==> config.mk <==
export PLATFORM = sky130hd
export DESIGN_NAME = reg_file_nport
export DESIGN_NICKNAME = d
export VERILOG_FILES = /design/src/rtl/reg_file_pkg.sv /design/src/rtl/reg_file_rd_port.sv /design/src/rtl/reg_file_nport.sv
export SDC_FILE = /design/constraint.sdc
export NUM_CORES = 1
export LEC_CHECK = 0
export BUFFER_PORTS_ARGS = -buffer_cell sky130_fd_sc_hd__buf_2
export CAP_MARGIN = 15
export CORE_MARGIN = 10
export CORE_UTILIZATION = 50
export CTS_BUF_LIST = sky130_fd_sc_hd__clkbuf_4
export DETAILED_ROUTE_END_ITERATION = 6
export PLACE_DENSITY_LB_ADDON = 0.05
export SLEW_MARGIN = 20
export SYNTH_ARGS = -nofsm -noshare
export SYNTH_HDL_FRONTEND = slang
export SYNTH_HIERARCHICAL = 1
export SYNTH_SLANG_ARGS = --single-unit
==> constraint.sdc <==
create_clock -name CLK -period 2.4 [get_ports CLK]
set_clock_uncertainty 0.05 [all_clocks]
set_input_delay 0.12 -clock CLK [delete_from_list [all_inputs] [get_ports CLK]]
set_output_delay 0.12 -clock CLK [all_outputs]
set_load 0.1 [all_outputs]
==> src/rtl/reg_file_pkg.sv <==
// Shared types and default sizes for the multi-port register file.
// The REG_FILE_BYPASS_EN macro selects write-to-read bypass in the read ports.
package reg_file_pkg;

    typedef enum logic {
        IDLE     = 1'b0,
        CLEARING = 1'b1
    } clr_state_e;

    localparam int RF_DATA_W   = 8;
    localparam int RF_ADDR_W   = 3;
    localparam int RF_RD_PORTS = 2;

endpackage

==> src/rtl/reg_file_rd_port.sv <==
// One combinational read port: array mux plus an optional same-cycle write bypass
// (compiled in when REG_FILE_BYPASS_EN is defined).
module reg_file_rd_port
    import reg_file_pkg::*;
#(
    parameter int DATA_W = RF_DATA_W,
    parameter int ADDR_W = RF_ADDR_W,
    parameter int DEPTH  = 2**ADDR_W
) (
    input  logic [DATA_W-1:0] regs [DEPTH],
`ifdef REG_FILE_BYPASS_EN
    input  logic              byp_en,
    input  logic [ADDR_W-1:0] wr_addr,
    input  logic [DATA_W-1:0] wr_data,
`endif
    input  logic [ADDR_W-1:0] rd_addr,
    output logic [DATA_W-1:0] rd_data
);

    always_comb begin
        rd_data = regs[rd_addr];
`ifdef REG_FILE_BYPASS_EN
        // byp_en is only high for a write that will actually land this edge
        if (byp_en && (rd_addr == wr_addr)) begin
            rd_data = wr_data;
        end
`endif
    end

endmodule

==> src/rtl/reg_file_nport.sv <==
// Register file: one synchronous write port, RD_PORTS combinational reads and a
// one-entry-per-cycle soft-clear engine. Optional bypass: REG_FILE_BYPASS_EN.
module reg_file_nport
    import reg_file_pkg::*;
#(
    parameter int DATA_W   = RF_DATA_W,
    parameter int ADDR_W   = RF_ADDR_W,
    parameter int RD_PORTS = RF_RD_PORTS
) (
    input  logic                         CLK,
    input  logic                         RESET,
    input  logic                         WRITE,
    input  logic [ADDR_W-1:0]            INADDRESS,
    input  logic [DATA_W-1:0]            IN,
    input  logic [RD_PORTS*ADDR_W-1:0]   OUTADDRESS,
    output logic [RD_PORTS*DATA_W-1:0]   OUT,
    input  logic                         CLEAR,
    output logic                         BUSY,
    output logic                         WR_DROP,
    output clr_state_e                   clr_state
);

    localparam int DEPTH = 2**ADDR_W;
    localparam logic [ADDR_W:0] LAST = (ADDR_W+1)'(DEPTH-1);

    logic [DATA_W-1:0] regs [DEPTH];
    clr_state_e        state, state_next;
    logic [ADDR_W:0]   cptr, cptr_next;
    logic              wr_accept;
    logic              wr_dropped;

    assign wr_accept  = (state == IDLE) && WRITE && !CLEAR;
    assign wr_dropped = WRITE && ((state == CLEARING) || CLEAR);
    assign clr_state  = state;

    always_comb begin
        state_next = state;
        cptr_next  = cptr;
        case (state)
            IDLE: begin
                if (CLEAR) begin
                    state_next = CLEARING;
                    cptr_next  = '0;
                end
            end
            CLEARING: begin
                // CLEAR is ignored here; the sweep always runs to the last entry
                cptr_next = cptr + 1'b1;
                if (cptr == LAST) begin
                    state_next = IDLE;
                end
            end
            default: state_next = IDLE;
        endcase
    end

    always_ff @(posedge CLK) begin
        if (RESET) begin
            state   <= IDLE;
            cptr    <= '0;
            BUSY    <= 1'b0;
            WR_DROP <= 1'b0;
        end else begin
            state   <= state_next;
            cptr    <= cptr_next;
            BUSY    <= (state_next == CLEARING);
            WR_DROP <= wr_dropped;
        end
    end

    always_ff @(posedge CLK) begin
        if (RESET) begin
            for (int k = 0; k < DEPTH; k++) begin
                regs[k] <= '0;
            end
        end else if (state == CLEARING) begin
            regs[cptr[ADDR_W-1:0]] <= '0;
        end else if (wr_accept) begin
            regs[INADDRESS] <= IN;
        end
    end

    for (genvar p = 0; p < RD_PORTS; p++) begin : g_rd
        reg_file_rd_port #(
            .DATA_W (DATA_W),
            .ADDR_W (ADDR_W),
            .DEPTH  (DEPTH)
        ) u_rd (
            .regs    (regs),
`ifdef REG_FILE_BYPASS_EN
            .byp_en  (wr_accept && !RESET),
            .wr_addr (INADDRESS),
            .wr_data (IN),
`endif
            .rd_addr (OUTADDRESS[p*ADDR_W +: ADDR_W]),
            .rd_data (OUT[p*DATA_W +: DATA_W])
        );
    end

endmodule

Yosys cells after proc, flatten, opt, wreduce, memory -nomap -nowiden --
Cells that the tools add are included.
Storage, ports and cells: flip-flop bits (word level) 70, word-level logic and storage cells 53, output and inout bits 19, input bits 21
Operators by class: bitwise operators 7, $lt $le $gt $ge 6, add/sub/neg operators 1, equal/unequal tests 2, muxes and demuxes 18, reduce and logical (&&, ||, !) cells 8
Operator list (number):
- 64-bit 2-to-1 mux | 2
- 64-bit AND | 1
- 64-bit bitwise mux | 1
- 64-bit inverter | 1
- 8-bit binary-select mux with 3-bit select | 2
- 8-bit demux with 3-bit select | 2
- 8-bit 2-to-1 mux | 6
- 4-bit greater-or-equal comparator, second input constant | 4
- 3-bit inverter with 4-bit output | 4
- 4-bit by 1-bit < comparator with 1-bit output, second input constant | 2
- 4-bit case mux with 2 select lines | 1
- 1-bit logical AND | 5
- 4-bit by 1-bit adder with 4-bit output, second input constant | 1
- 4-bit by 3-bit equality test with 1-bit output, second input constant | 1
- 4-bit 2-to-1 mux | 1
- 1-bit 2-to-1 mux | 2
- 2-bit != test, second input constant | 1
- 1-bit case mux with 2 select lines | 1
- 2-bit nonzero test | 1
- 1-bit zero test | 1
- 1-bit logical OR | 1
- 1-bit inverter | 1

Logic depth before layout (Yosys ltp) --
depth after elaboration 8, mapped depth 6, depth with buffers taken out 4

Modules after synthesis --
Netlist, hierarchy kept.
Modules (own cells, without submodules):
- reg_file_nport | cells an instance 369, seq. area each 1401.3 um^2, instances 1, area an instance 3239.4 um^2
- reg_file_rd_port | cells an instance 29, seq. area each 0.0 um^2, instances 2, area an instance 550.5 um^2

Least setup slack after synthesis --
Ideal clock, no wire load.
path kind register to register, start register state (netlist: clr_state), end register regs[63] in the netlist's numbering, cell stages (with the launch flop) 6, library setup time 0.132 ns, required time 2.218 ns, buffers on the path 2, arrival time 2.092 ns, slack 0.126 ns, period minus slack after synthesis 2.274 ns, cells stage by stage dfxtp_1 > buf_4 > or4b_1 > buf_2 > o211ai_1 > a21oi_1
Between the ends: longest elaborated chain between the ends 4, elaborated cells between the ends (all ways) 5, those cells by class mux: 1; bitwise: 1; reduce/logical: 3
RTL lines:
- start, declared | line reg_file_nport.sv:27 | clr_state_e state, state_next;
- start signal, assigned | line reg_file_nport.sv:64 | state <= state_next;
- 1-bit inverter
- 1-bit logical AND (2 in a row) | line reg_file_nport.sv:32 | assign wr_accept = (state == IDLE) && WRITE && !CLEAR;
- 2-bit nonzero test (no line)
- end signal, assigned by index | line reg_file_nport.sv:74 | regs[k] <= '0;
- end signal, assigned by index | line reg_file_nport.sv:77 | regs[cptr[ADDR_W-1:0]] <= '0;
- end signal, assigned by index | line reg_file_nport.sv:79 | regs[INADDRESS] <= IN;
- end, declared | line reg_file_nport.sv:26 | logic [DATA_W-1:0] regs [DEPTH];
Parallel ways exist; a longest one is shown, timed or not. A chain may end at the register's enable or synchronous reset.

Worst setup path after layout --
start register regs[33] in the netlist's numbering, end output port OUT[9]
Between the ends: longest elaborated chain between the ends 3
RTL lines:
- 8-bit binary-select mux with 3-bit select | line reg_file_rd_port.sv:21 | rd_data = regs[rd_addr];
- 8-bit 2-to-1 mux (implied by the code) (2 in a row) | line reg_file_rd_port.sv:21
- end, declared | line reg_file_nport.sv:16 | output logic [RD_PORTS*DATA_W-1:0] OUT,
No other way between the ends. The select of a mux whose other input is x is not followed.

==> metrics.csv <==
stage,metric,value,unit
yosys,Post-synth EDFFs,0,
floorplanning,Initial Util,52.0,%
pwr,P_int,0.00170,W
critical_path,CP Launch Type,flip-flop,
route,drt total wl,13200,microns
floorplanning,full die area,0.0128,sq mm
yosys,Post-Syn Area per Cell,10.2,sq um
route,post-DR wirelength/cell,24.5,microns
floorplanning,die width,113,microns
yosys,top area cells in the synthesized netlist,"dfxtp_1 (32%), mux4_1 (18%), o211ai_1 (8.0%), a21oi_1 (7.7%), nand3_1 (6.5%)",
placed_design,Final HPWL DP,9160,microns
timing,Least-Margin Pin Slew,784,ps
final_layout,share of layout cells above drive strength 1,22.8,%
floorplanning,row cnt,33,
floorplanning,DIE HEIGHT,113,microns
pwr,Switch Pwr,0.000727,W
pwr,VDD IR max,0.287,mV
route,DRC Markers,0,
yosys,"Top FF cell, synth",dfxtp_1,
timing,final hold viol count,0,
final_layout,synthesis-to-layout area growth,7.70,%
clock_network,clock slew at reported path FFs,130,ps
route,detailed-route via count,3722,
final_layout,Inserted Diodes,0,
yosys,post-synth cell types,36,
route,First DRT Iteration DRCs,232,
pwr,pwr dens,520,mW/mm^2
timing,tightest hold margin,19.0,ps
pwr,static leakage,1.77,nW
global_route,largest net degree at the start of global routing,39,
critical_path,CP Max Fanout,3,
critical_path,Critical Path AT,1940,ps
clock_network,later-pin clock latency in the skew report,430,ps
route,Pre-antenna DRT Iters,5,
timing,final setup vio count,0,
global_route,vias in the first global route,3488,
clock_network,H-tree depth reported by CTS,3,
clock_network,Root Buffer,clkbuf_4,
critical_path,Critical Path RT,2230,ps
placed_design,Final GP Congestion,0.839,
floorplanning,core region area,0.00834,sq mm
min_path,HP Class,input port to flip-flop,
pwr,Reg power frac,49.1,%
timing,Fmax,0.475,GHz
route,antenna-violating nets left,0,
clock_network,CTS tree,built,
timing,fin crit share,87.8,%
placed_design,Port Buf Inserts,39,
yosys,register area share after synthesis,32.3,%
pwr,Comb pwr share,14.8,%
pwr,clock share of power,36.0,%
critical_path,Worst Setup End Kind,output port,
timing,Setup TNS,0,ps
global_route,total gr overflow,0,
yosys,mapped cell area,0.00434,sq mm
yosys,"flops & latches, synth",70,
clock_network,post-CTS sizing,0,
critical_path,Crit Path Class,flip-flop to output port,
yosys,leading area contributor after synthesis,dfxtp_1,
global_route,initial antenna violation count,0,
timing,Pins Over Slew Limit,0,
global_route,Total GRT Usage,20.3,%
timing,Worst slew margin,47.4,%
run,total of max-cap violations,0,
clock_network,number of CTS-inserted buffers,9,
yosys,synthesized net count,449,
floorplanning,I/O pins,40,
timing,RSZ-0062 raised after global routing,false,
yosys,fraction of registers with async set/reset,0,%
clock_network,clock sink count,70,
pwr,sw frac,29.9,%
yosys,post-synth top area share,32.3,%
final_layout,final net count,453,
yosys,YS warnings,6,
clock_network,clock tree buffer depth,2,
global_route,global-route wire length before repair,20700,microns
route,Vias/cell,6.89,
timing,Tmin final,2110,ps
status,status,finished clean,
yosys,Synth Instances,427,
routing by layer:
| metal | wire [microns] | vias to the layer above | GRT usage, % |
|---|---|---|---|
| met3 | 1340 | 19 | 7.55 |
| li1 | - | 1704 | - |
| met4 | 235 | 0 | 6.09 |
| met2 | 5710 | 180 | 28.3 |
| met5 | 0 | - | 0 |
| met1 | 5950 | 1819 | 28.4 |
timing repair:
item / in CTS / in global routing
setup buffers: 0 / 0
hold buffers: 7 / 1
endpoints found under the setup margin: 0 / 0
hold endpoints to repair: 29 / 1
layout by cell type (no fill, tap or decap), types with 9 or more instances in the layout:
master    Yosys  routed
mux2_2       16      16
dfxtp_1      70      70
a21oi_1      67      67
buf_4         4      12
mux4_1       30      30
nand3_1      56      56
o211ai_2     10      10
clkbuf_4      0       9
a211oi_1      9       9
buf_2        20      39
o211ai_1     46      46
cell usage after synthesis, types with 2 or more instances:
cell,number
dfxtp_1,70
nor3b_1,2
o211ai_1,46
nor4bb_1,2
clkbuf_1,30
buf_2,20
clkbuf_2,3
or2_2,2
nor3_1,2
buf_4,4
a211oi_1,9
buf_12,2
nand4b_1,4
a21oi_1,67
nor2b_1,3
buf_6,3
a41o_1,8
buf_1,5
o211ai_2,10
nor2_1,5
nand3_1,56
mux2_2,16
and4b_1,2
or4b_1,2
nand4bb_1,5
nand2b_1,2
nand2_1,8
mux4_1,30
mux4_2,2
final timing paths:
check        startpoint        to  slack (ps)  depth (start not counted)
max            regs[33]    OUT[9]         290                          3
min               IN[0]  regs[16]          20                          3
max reg2reg   clr_state  regs[17]         420                          4
min reg2reg    regs[43]  regs[43]         460                          2
area by class of cell:
class                      count  area [sq um]
clock buffer                   9          67.6
clock inverter                 6          87.6
fill                         732          3670
inverter                       1          3.75
multi-input combinational    289          2600
sequential                    70          1400
tap                          105           131
timing repair buffer          60           385
through the flow:
step	total power [W]	std cells	util, %	setup WS [ps]	instance area, sq um
2_1_floorplan	0.00149	427	-	126	4340
3_3_place_gp	0.00157	517	53.2	496	4440
3_5_place_dp	0.00157	517	53.2	484	4440
4_1_cts	0.00243	539	55.9	266	4660
5_1_grt	0.00252	540	56.0	217	4670
6_report	0.00243	540	56.0	293	4670
worst max-delay path: stages, from the launching register on:
cell,delay [ps]
dfxtp_1,380
mux4_1,540
mux2_2,280
buf_2,290
sequential cells by signal, summed over array words and instances (netlist names):
signal     count
regs          64
cptr           4
WR_DROP        1
clr_state      1
power groups by stage:
stage	clock network (W)	logic (W)	registers, W
after CTS	0.000877	0.000357	0.00119
after global placement	0	0.000346	0.00122
after global routing	0.000935	0.000384	0.00120
after detailed placement	0	0.000348	0.00122
final	0.000875	0.000361	0.00119
after floorplan	0	0.000266	0.00122
logic make-up after synthesis:
group	count (synthesis)	synth area share [%]
AO/OA/AOI/OAI	141	22.1
XOR/XNOR	1	0.202
adder cells (fa/ha/maj)	1	0.288
buffers and inverters	68	8.16
flip-flops	70	32.3
multiplexers	49	23.6
AND/OR/NAND/NOR	97	13.3
Power figures use the tool's default switching activity.
